$ cat config.mk
export PLATFORM = sky130hd
export DESIGN_NAME = load_refill_dispatcher
export DESIGN_NICKNAME = d
export VERILOG_FILES = /design/src/rtl/load_refill_dispatcher.sv
export SDC_FILE = /design/constraint.sdc
export NUM_CORES = 2
export LEC_CHECK = 0
export CORE_MARGIN = 2
export CORE_UTILIZATION = 50
export CTS_CLUSTER_SIZE = 25
export DETAILED_ROUTE_END_ITERATION = 16
export PLACE_DENSITY = 0.84
export REMOVE_ABC_BUFFERS = 1
export SYNTH_ARGS = -nofsm -noshare
export SYNTH_HDL_FRONTEND = slang
export SYNTH_SLANG_ARGS = --single-unit
$ cat constraint.sdc
create_clock -name clk -period 6.1 [get_ports clk]
set_clock_uncertainty 0.05 [all_clocks]
set_input_delay 0.61 -clock clk [delete_from_list [all_inputs] [get_ports clk]]
set_output_delay 0.61 -clock clk [all_outputs]
set_load 0.02 [all_outputs]
$ cat src/rtl/load_refill_dispatcher.sv
// load_refill_dispatcher: waiter table between the DCache MSHR refill path and
// the load queue. Each missing load is parked in a waiter entry tagged with
// its MSHR and word offset; when that MSHR's line refills the word is captured
// and the entry is later returned to the load queue, up to REFILL_PORTS per
// cycle, lowest entry index first.
//
// Handshakes: miss_en/miss_ready is a valid/ready pair; a miss is accepted only
// in a cycle where both are high (and flush is low), and miss_en with
// miss_ready low has no effect. refill_en and lq_en are single-cycle valid
// pulses with no backpressure: a refill is consumed in the cycle it is
// presented, and the load queue must take every lq_en pulse.
module load_refill_dispatcher #(
  parameter int LQ_WIDTH     = 5,
  parameter int MSHR_WIDTH   = 2,
  parameter int WAITER_SIZE  = 8,
  parameter int REFILL_PORTS = 2,
  parameter int DATA_BITS    = 32,
  parameter int LINE_WORDS   = 16,
  localparam int OFF_W       = $clog2(LINE_WORDS)
) (
  input  logic                              clk,
  input  logic                              rst,
  input  logic                              miss_en,
  input  logic [LQ_WIDTH-1:0]               miss_lq_idx,
  input  logic [MSHR_WIDTH-1:0]             miss_mshr_idx,
  input  logic [OFF_W-1:0]                  miss_offset,
  output logic                              miss_ready,
  input  logic                              refill_en,
  input  logic [MSHR_WIDTH-1:0]             refill_mshr_idx,
  input  logic [LINE_WORDS*DATA_BITS-1:0]   refill_line,
  input  logic                              flush,
  output logic [REFILL_PORTS-1:0]           lq_en,
  output logic [REFILL_PORTS*LQ_WIDTH-1:0]  lqIdx_o,
  output logic [REFILL_PORTS*DATA_BITS-1:0] lqData
);

  localparam int IDX_W = (WAITER_SIZE > 1) ? $clog2(WAITER_SIZE) : 1;

  // Waiter table
  logic [WAITER_SIZE-1:0] valid_q, valid_d;
  logic [WAITER_SIZE-1:0] ready_q, ready_d;
  logic [LQ_WIDTH-1:0]    lq_idx_q [WAITER_SIZE];
  logic [LQ_WIDTH-1:0]    lq_idx_d [WAITER_SIZE];
  logic [MSHR_WIDTH-1:0]  mshr_q   [WAITER_SIZE];
  logic [MSHR_WIDTH-1:0]  mshr_d   [WAITER_SIZE];
  logic [OFF_W-1:0]       off_q    [WAITER_SIZE];
  logic [OFF_W-1:0]       off_d    [WAITER_SIZE];
  logic [DATA_BITS-1:0]   data_q   [WAITER_SIZE];
  logic [DATA_BITS-1:0]   data_d   [WAITER_SIZE];

  // Registered load-queue write ports
  logic [REFILL_PORTS-1:0] lq_en_q, lq_en_d;
  logic [LQ_WIDTH-1:0]     out_idx_q  [REFILL_PORTS];
  logic [LQ_WIDTH-1:0]     out_idx_d  [REFILL_PORTS];
  logic [DATA_BITS-1:0]    out_data_q [REFILL_PORTS];
  logic [DATA_BITS-1:0]    out_data_d [REFILL_PORTS];

  logic [DATA_BITS-1:0]    line_word [LINE_WORDS];
  logic                    alloc_found;
  logic [IDX_W-1:0]        alloc_idx;
  logic                    alloc_en;
  logic                    bypass;
  logic [WAITER_SIZE-1:0]  match;
  logic [WAITER_SIZE-1:0]  avail;
  logic [WAITER_SIZE-1:0]  pick;
  logic [REFILL_PORTS-1:0] sel_vld;
  logic [IDX_W-1:0]        sel_idx [REFILL_PORTS];

  // Split the refill line into addressable words
  always_comb begin
    for (int k = 0; k < LINE_WORDS; k++) begin
      line_word[k] = refill_line[k*DATA_BITS +: DATA_BITS];
    end
  end

  // Lowest-index free entry for allocation; entries dispatched this cycle
  // are still valid here, so they are never reused in the same cycle
  always_comb begin
    alloc_found = 1'b0;
    alloc_idx   = '0;
    for (int i = 0; i < WAITER_SIZE; i++) begin
      if (!valid_q[i] && !alloc_found) begin
        alloc_found = 1'b1;
        alloc_idx   = IDX_W'(i);
      end
    end
  end

  assign miss_ready = |(~valid_q);
  assign alloc_en   = miss_en && miss_ready && !flush;
  // A miss on the MSHR refilling in the same cycle takes its word directly
  assign bypass     = refill_en && (refill_mshr_idx == miss_mshr_idx);

  // Refill match: only waiting (valid, not yet ready) entries of that MSHR
  always_comb begin
    for (int i = 0; i < WAITER_SIZE; i++) begin
      match[i] = refill_en && !flush && valid_q[i] && !ready_q[i] &&
                 (mshr_q[i] == refill_mshr_idx);
    end
  end

  // Dispatch selection: lowest-index ready entries, port 0 first
  always_comb begin
    avail   = valid_q & ready_q;
    pick    = '0;
    sel_vld = '0;
    for (int p = 0; p < REFILL_PORTS; p++) begin
      sel_idx[p] = '0;
      for (int i = 0; i < WAITER_SIZE; i++) begin
        if (avail[i] && !sel_vld[p]) begin
          sel_vld[p] = 1'b1;
          sel_idx[p] = IDX_W'(i);
          avail[i]   = 1'b0;
          pick[i]    = 1'b1;
        end
      end
    end
  end

  // Table next state: flush wipes everything, else capture, release, allocate
  always_comb begin
    valid_d  = valid_q;
    ready_d  = ready_q;
    lq_idx_d = lq_idx_q;
    mshr_d   = mshr_q;
    off_d    = off_q;
    data_d   = data_q;
    if (flush) begin
      valid_d = '0;
      ready_d = '0;
    end else begin
      for (int i = 0; i < WAITER_SIZE; i++) begin
        if (match[i]) begin
          ready_d[i] = 1'b1;
          data_d[i]  = line_word[off_q[i]];
        end
        if (pick[i]) begin
          valid_d[i] = 1'b0;
          ready_d[i] = 1'b0;
        end
      end
      if (alloc_en) begin
        valid_d[alloc_idx]  = 1'b1;
        ready_d[alloc_idx]  = bypass;
        lq_idx_d[alloc_idx] = miss_lq_idx;
        mshr_d[alloc_idx]   = miss_mshr_idx;
        off_d[alloc_idx]    = miss_offset;
        if (bypass) begin
          data_d[alloc_idx] = line_word[miss_offset];
        end
      end
    end
  end

  // Output port next state; unused ports keep stale idx/data
  always_comb begin
    lq_en_d    = flush ? '0 : sel_vld;
    out_idx_d  = out_idx_q;
    out_data_d = out_data_q;
    for (int p = 0; p < REFILL_PORTS; p++) begin
      if (sel_vld[p]) begin
        out_idx_d[p]  = lq_idx_q[sel_idx[p]];
        out_data_d[p] = data_q[sel_idx[p]];
      end
    end
  end

  // State registers with synchronous active-low reset
  always_ff @(posedge clk) begin
    if (!rst) begin
      valid_q <= '0;
      ready_q <= '0;
      lq_en_q <= '0;
      for (int i = 0; i < WAITER_SIZE; i++) begin
        lq_idx_q[i] <= '0;
        mshr_q[i]   <= '0;
        off_q[i]    <= '0;
        data_q[i]   <= '0;
      end
      for (int p = 0; p < REFILL_PORTS; p++) begin
        out_idx_q[p]  <= '0;
        out_data_q[p] <= '0;
      end
    end else begin
      valid_q    <= valid_d;
      ready_q    <= ready_d;
      lq_idx_q   <= lq_idx_d;
      mshr_q     <= mshr_d;
      off_q      <= off_d;
      data_q     <= data_d;
      lq_en_q    <= lq_en_d;
      out_idx_q  <= out_idx_d;
      out_data_q <= out_data_d;
    end
  end

  // Flatten the per-port registers onto the output buses
  always_comb begin
    for (int p = 0; p < REFILL_PORTS; p++) begin
      lqIdx_o[p*LQ_WIDTH +: LQ_WIDTH]   = out_idx_q[p];
      lqData[p*DATA_BITS +: DATA_BITS] = out_data_q[p];
    end
  end

  assign lq_en = lq_en_q;

endmodule

==> results.py <==
metrics = {
    "floorplan": {
        "start_util_pct": 50.62,
        "die_area_mm2": 0.1150,
        "die_y_um": 339.2,
        "die_w_um": 339.2,
        "io_pins": 607,
        "core.rowCount": 122,
        "placeableCoreArea_mm2": 0.1110,
    },
    "final_layout": {
        "fin_area_mm2": 0.06479,
        "area_delta_synth_final_pct": 15.35,
        "drive_gt1_share_pct": 36.72,
        "nets": 5157,
    },
    "synthesis": {
        "synth_area_per_cell_um2": 12.55,
        "synth.distinct_cells": 49,
        "synth_top_area_share_pct": 57.74,
        "synth_flop_cell": "dfxtp_1",
        "synth_most_common_cell": "mux4_2",
        "syn_inst": 4475,
        "ys_async_sr_fraction_pct": 0,
        "synth_area_mm2": 0.05617,
        "synth_edf_count": 0,
        "ys_warn_count": 0,
        "seq_area_frac_synth_pct": 15.54,
        "yosys_register_bits": 436,
        "ys_top_cells_by_count": "mux4_2 (1,440), dfxtp_1 (436), clkbuf_1 (424), nor2_1 (381), mux2i_1 (336)",
        "yosys.area.top_type": "mux4_2",
        "synthTopCellsByArea": "mux4_2 (58%), dfxtp_1 (16%), mux2i_1 (6.0%)",
    },
    "global_route": {
        "grt_pass1_wl_mm": 355.8,
        "track_usage_pct": 41.29,
        "grt_max_degree": 186,
        "antenna_found_initial": 63,
        "grt-ovfl-total": 0,
        "first_global_vias": 51799,
    },
    "clock_tree": {
        "cts_buffers": 48,
        "postCtsSetupRepairBufs": 0,
        "clkTransAtPathRegs_ns": 0.07,
        "clkSinkCount": 436,
        "cts-root-buf": "clkbuf_16",
        "insertion_delay_ns": 0.63,
        "cts-resized-gates": 0,
        "clk_path_buf_depth": 3,
        "hold_buffers": 0,
        "h-tree-depth": 2,
        "tritoncts": "built",
    },
    "route": {
        "wl_per_cell_um": 39.12,
        "drc": 0,
        "routed_via_density": 8.533,
        "drt-initial-drc-count": 10147,
        "drt_pre_antenna_iters": 10,
        "ant_nets": 0,
        "wl_mm": 242.3,
        "num_vias": 52842,
    },
    "sta": {
        "slew_violations": 0,
        "finalSetupViolations": 0,
        "finalCritPeriodShare_pct": 72.41,
        "rsz0062_at_grt": "false",
        "relSlewSlack_pct": 6.118,
        "hold_viol_final": 0,
        "worst_pin_slew_ns": 1.405,
        "hold_ws_ns": 0.4310,
        "min_period_ns": 4.417,
        "fmax_ghz": 0.2264,
    },
    "job": {
        "cap_violations": 0,
    },
    "worst_hold_path": {
        "min_path_type": "flop to flop",
    },
    "placed_design": {
        "globalplace.congestion": 0.9843,
        "dp_hpwl_mm": 158.4,
        "place_area_mm2": 0.06306,
        "io_buffers": 606,
    },
    "critical_path": {
        "critPathCaptureType": "flop",
        "crit_path_max_fanout": 48,
        "critPathArrivalTime_ns": 4.81,
        "reg2reg_slack_ns": 1.68,
        "crit_type": "flop to flop",
        "worst_ep_required_time_ns": 6.49,
        "startpoint_type": "flop",
    },
    "outcome": {
        "outcome": "complete, no violations",
    },
    "pwr": {
        "peakVddDrop_v": 0.0002006,
        "p_leak_nw": 20.04,
        "powerDensity_mw_per_mm2": 127.2,
    },
}
==> per-stage QoR <==
stage	utilization (%)	instances	worst slack (ns)	setup TNS (ns)	power [W]
global placement	56.82	6065	2.021	0	0.005055
CTS	58.29	6153	2.001	0	0.008141
global route	58.33	6170	1.698	0	0.008386
detailed placement	56.82	6065	1.953	0	0.005139
finish	58.39	6193	1.683	0	0.008243
floorplan	-	3883	-7.781	-575.94	0.004106
==> per-layer routing <==
| metal | up-vias | routed length, um | global-route usage (%) |
|---|---|---|---|
| li1 | 19580 | - | - |
| met1 | 25621 | 73350 | 49.62 |
| met2 | 6027 | 100900 | 58.09 |
| met3 | 1550 | 46010 | 21.01 |
| met4 | 64 | 21500 | 27.43 |
| met5 | - | 549 | 0.1634 |
==> cell usage in the layout, fill, tap and decap left out, types with 8 or more instances in the layout <==
cell type / instances
dfxtp_1: 404
clkinv_2: 11
mux2i_1: 336
buf_4: 68
xnor2_1: 9
clkbuf_16: 52
xor2_1: 10
nor2_1: 379
nor3_1: 70
buf_12: 22
a21oi_1: 69
nand4_1: 9
o22ai_1: 67
nand3b_1: 37
mux2_2: 37
o221ai_1: 43
diode_2: 40
o211ai_1: 38
a211oi_1: 187
o21ai_0: 158
nand3_1: 128
a31oi_1: 38
nand2_1: 207
mux4_2: 1440
nor2b_1: 39
a211o_1: 38
dfxtp_4: 24
a311o_1: 37
dfxtp_2: 8
clkdlybuf4s50_1: 601
==> critical path, stage by stage, from the launching register on <==
cell and delay [ns]:
dfxtp_1 0.54, nand4_1 0.26, a21oi_1 0.76, nor3_1 0.29
nand4_1 0.18, buf_4 0.69, nand2_1 0.95, nor2_1 0.41
nor3_1 0.09
==> power breakdown <==
group	internal, W	leakage (nW)	switching (W)
clock	0.00177	0.807	0.00131
sequential	0.00285	3.54	0.0000406
combinational	0.00121	15.7	0.00107
total	0.00583	20.0	0.00242
==> flip-flops by register name (all words and copies together), names as in the netlist <==
signal    count
lqIdx_o      10
off_q        32
data_q      256
lq_idx_q     40
lqData       64
ready_q       8
valid_q       8
lq_en         2
mshr_q       16
==> path summary, 6_finish.rpt <==
| kind | startpoint | endpoint | cells after the start |
|---|---|---|---|
| worst max register to register | valid_q[3]$_SDFF_PP0_ | data_q[240]$_SDFFE_PN0N_ | 8 |
| worst min register to register | lq_idx_q[25]$_SDFFE_PN0P_ | lq_idx_q[25]$_SDFFE_PN0P_ | 2 |
| worst min-delay path | lq_idx_q[25]$_SDFFE_PN0P_ | lq_idx_q[25]$_SDFFE_PN0P_ | 2 |
| worst max-delay path | valid_q[3]$_SDFF_PP0_ | data_q[240]$_SDFFE_PN0N_ | 8 |
==> logic make-up (layout without fill, tap and decap cells) <==
| group | Yosys count | in the layout | synth area share [%] |
|---|---|---|---|
| buffers and inverters | 599 | 789 | 4.072 |
| AND/OR/NAND/NOR | 907 | 907 | 7.112 |
| XOR/XNOR | 19 | 19 | 0.2963 |
| multiplexers | 1813 | 1813 | 64.47 |
| flip-flops | 436 | 436 | 15.54 |
| AO/OA/AOI/OAI | 701 | 701 | 8.514 |
| other | 0 | 40 | 0 |
==> cell type report <==
type,instances,area (um^2)
antenna,40,100.1
clock buffer,66,1424
clock inverter,22,211.5
fill,8502,46180
inverter,7,33.78
multi-input combinational,3440,45330
sequential,436,8828
tap,1488,1862
timing repair buffer,694,6998
Note: power is estimated with default switching activity, not from simulation.
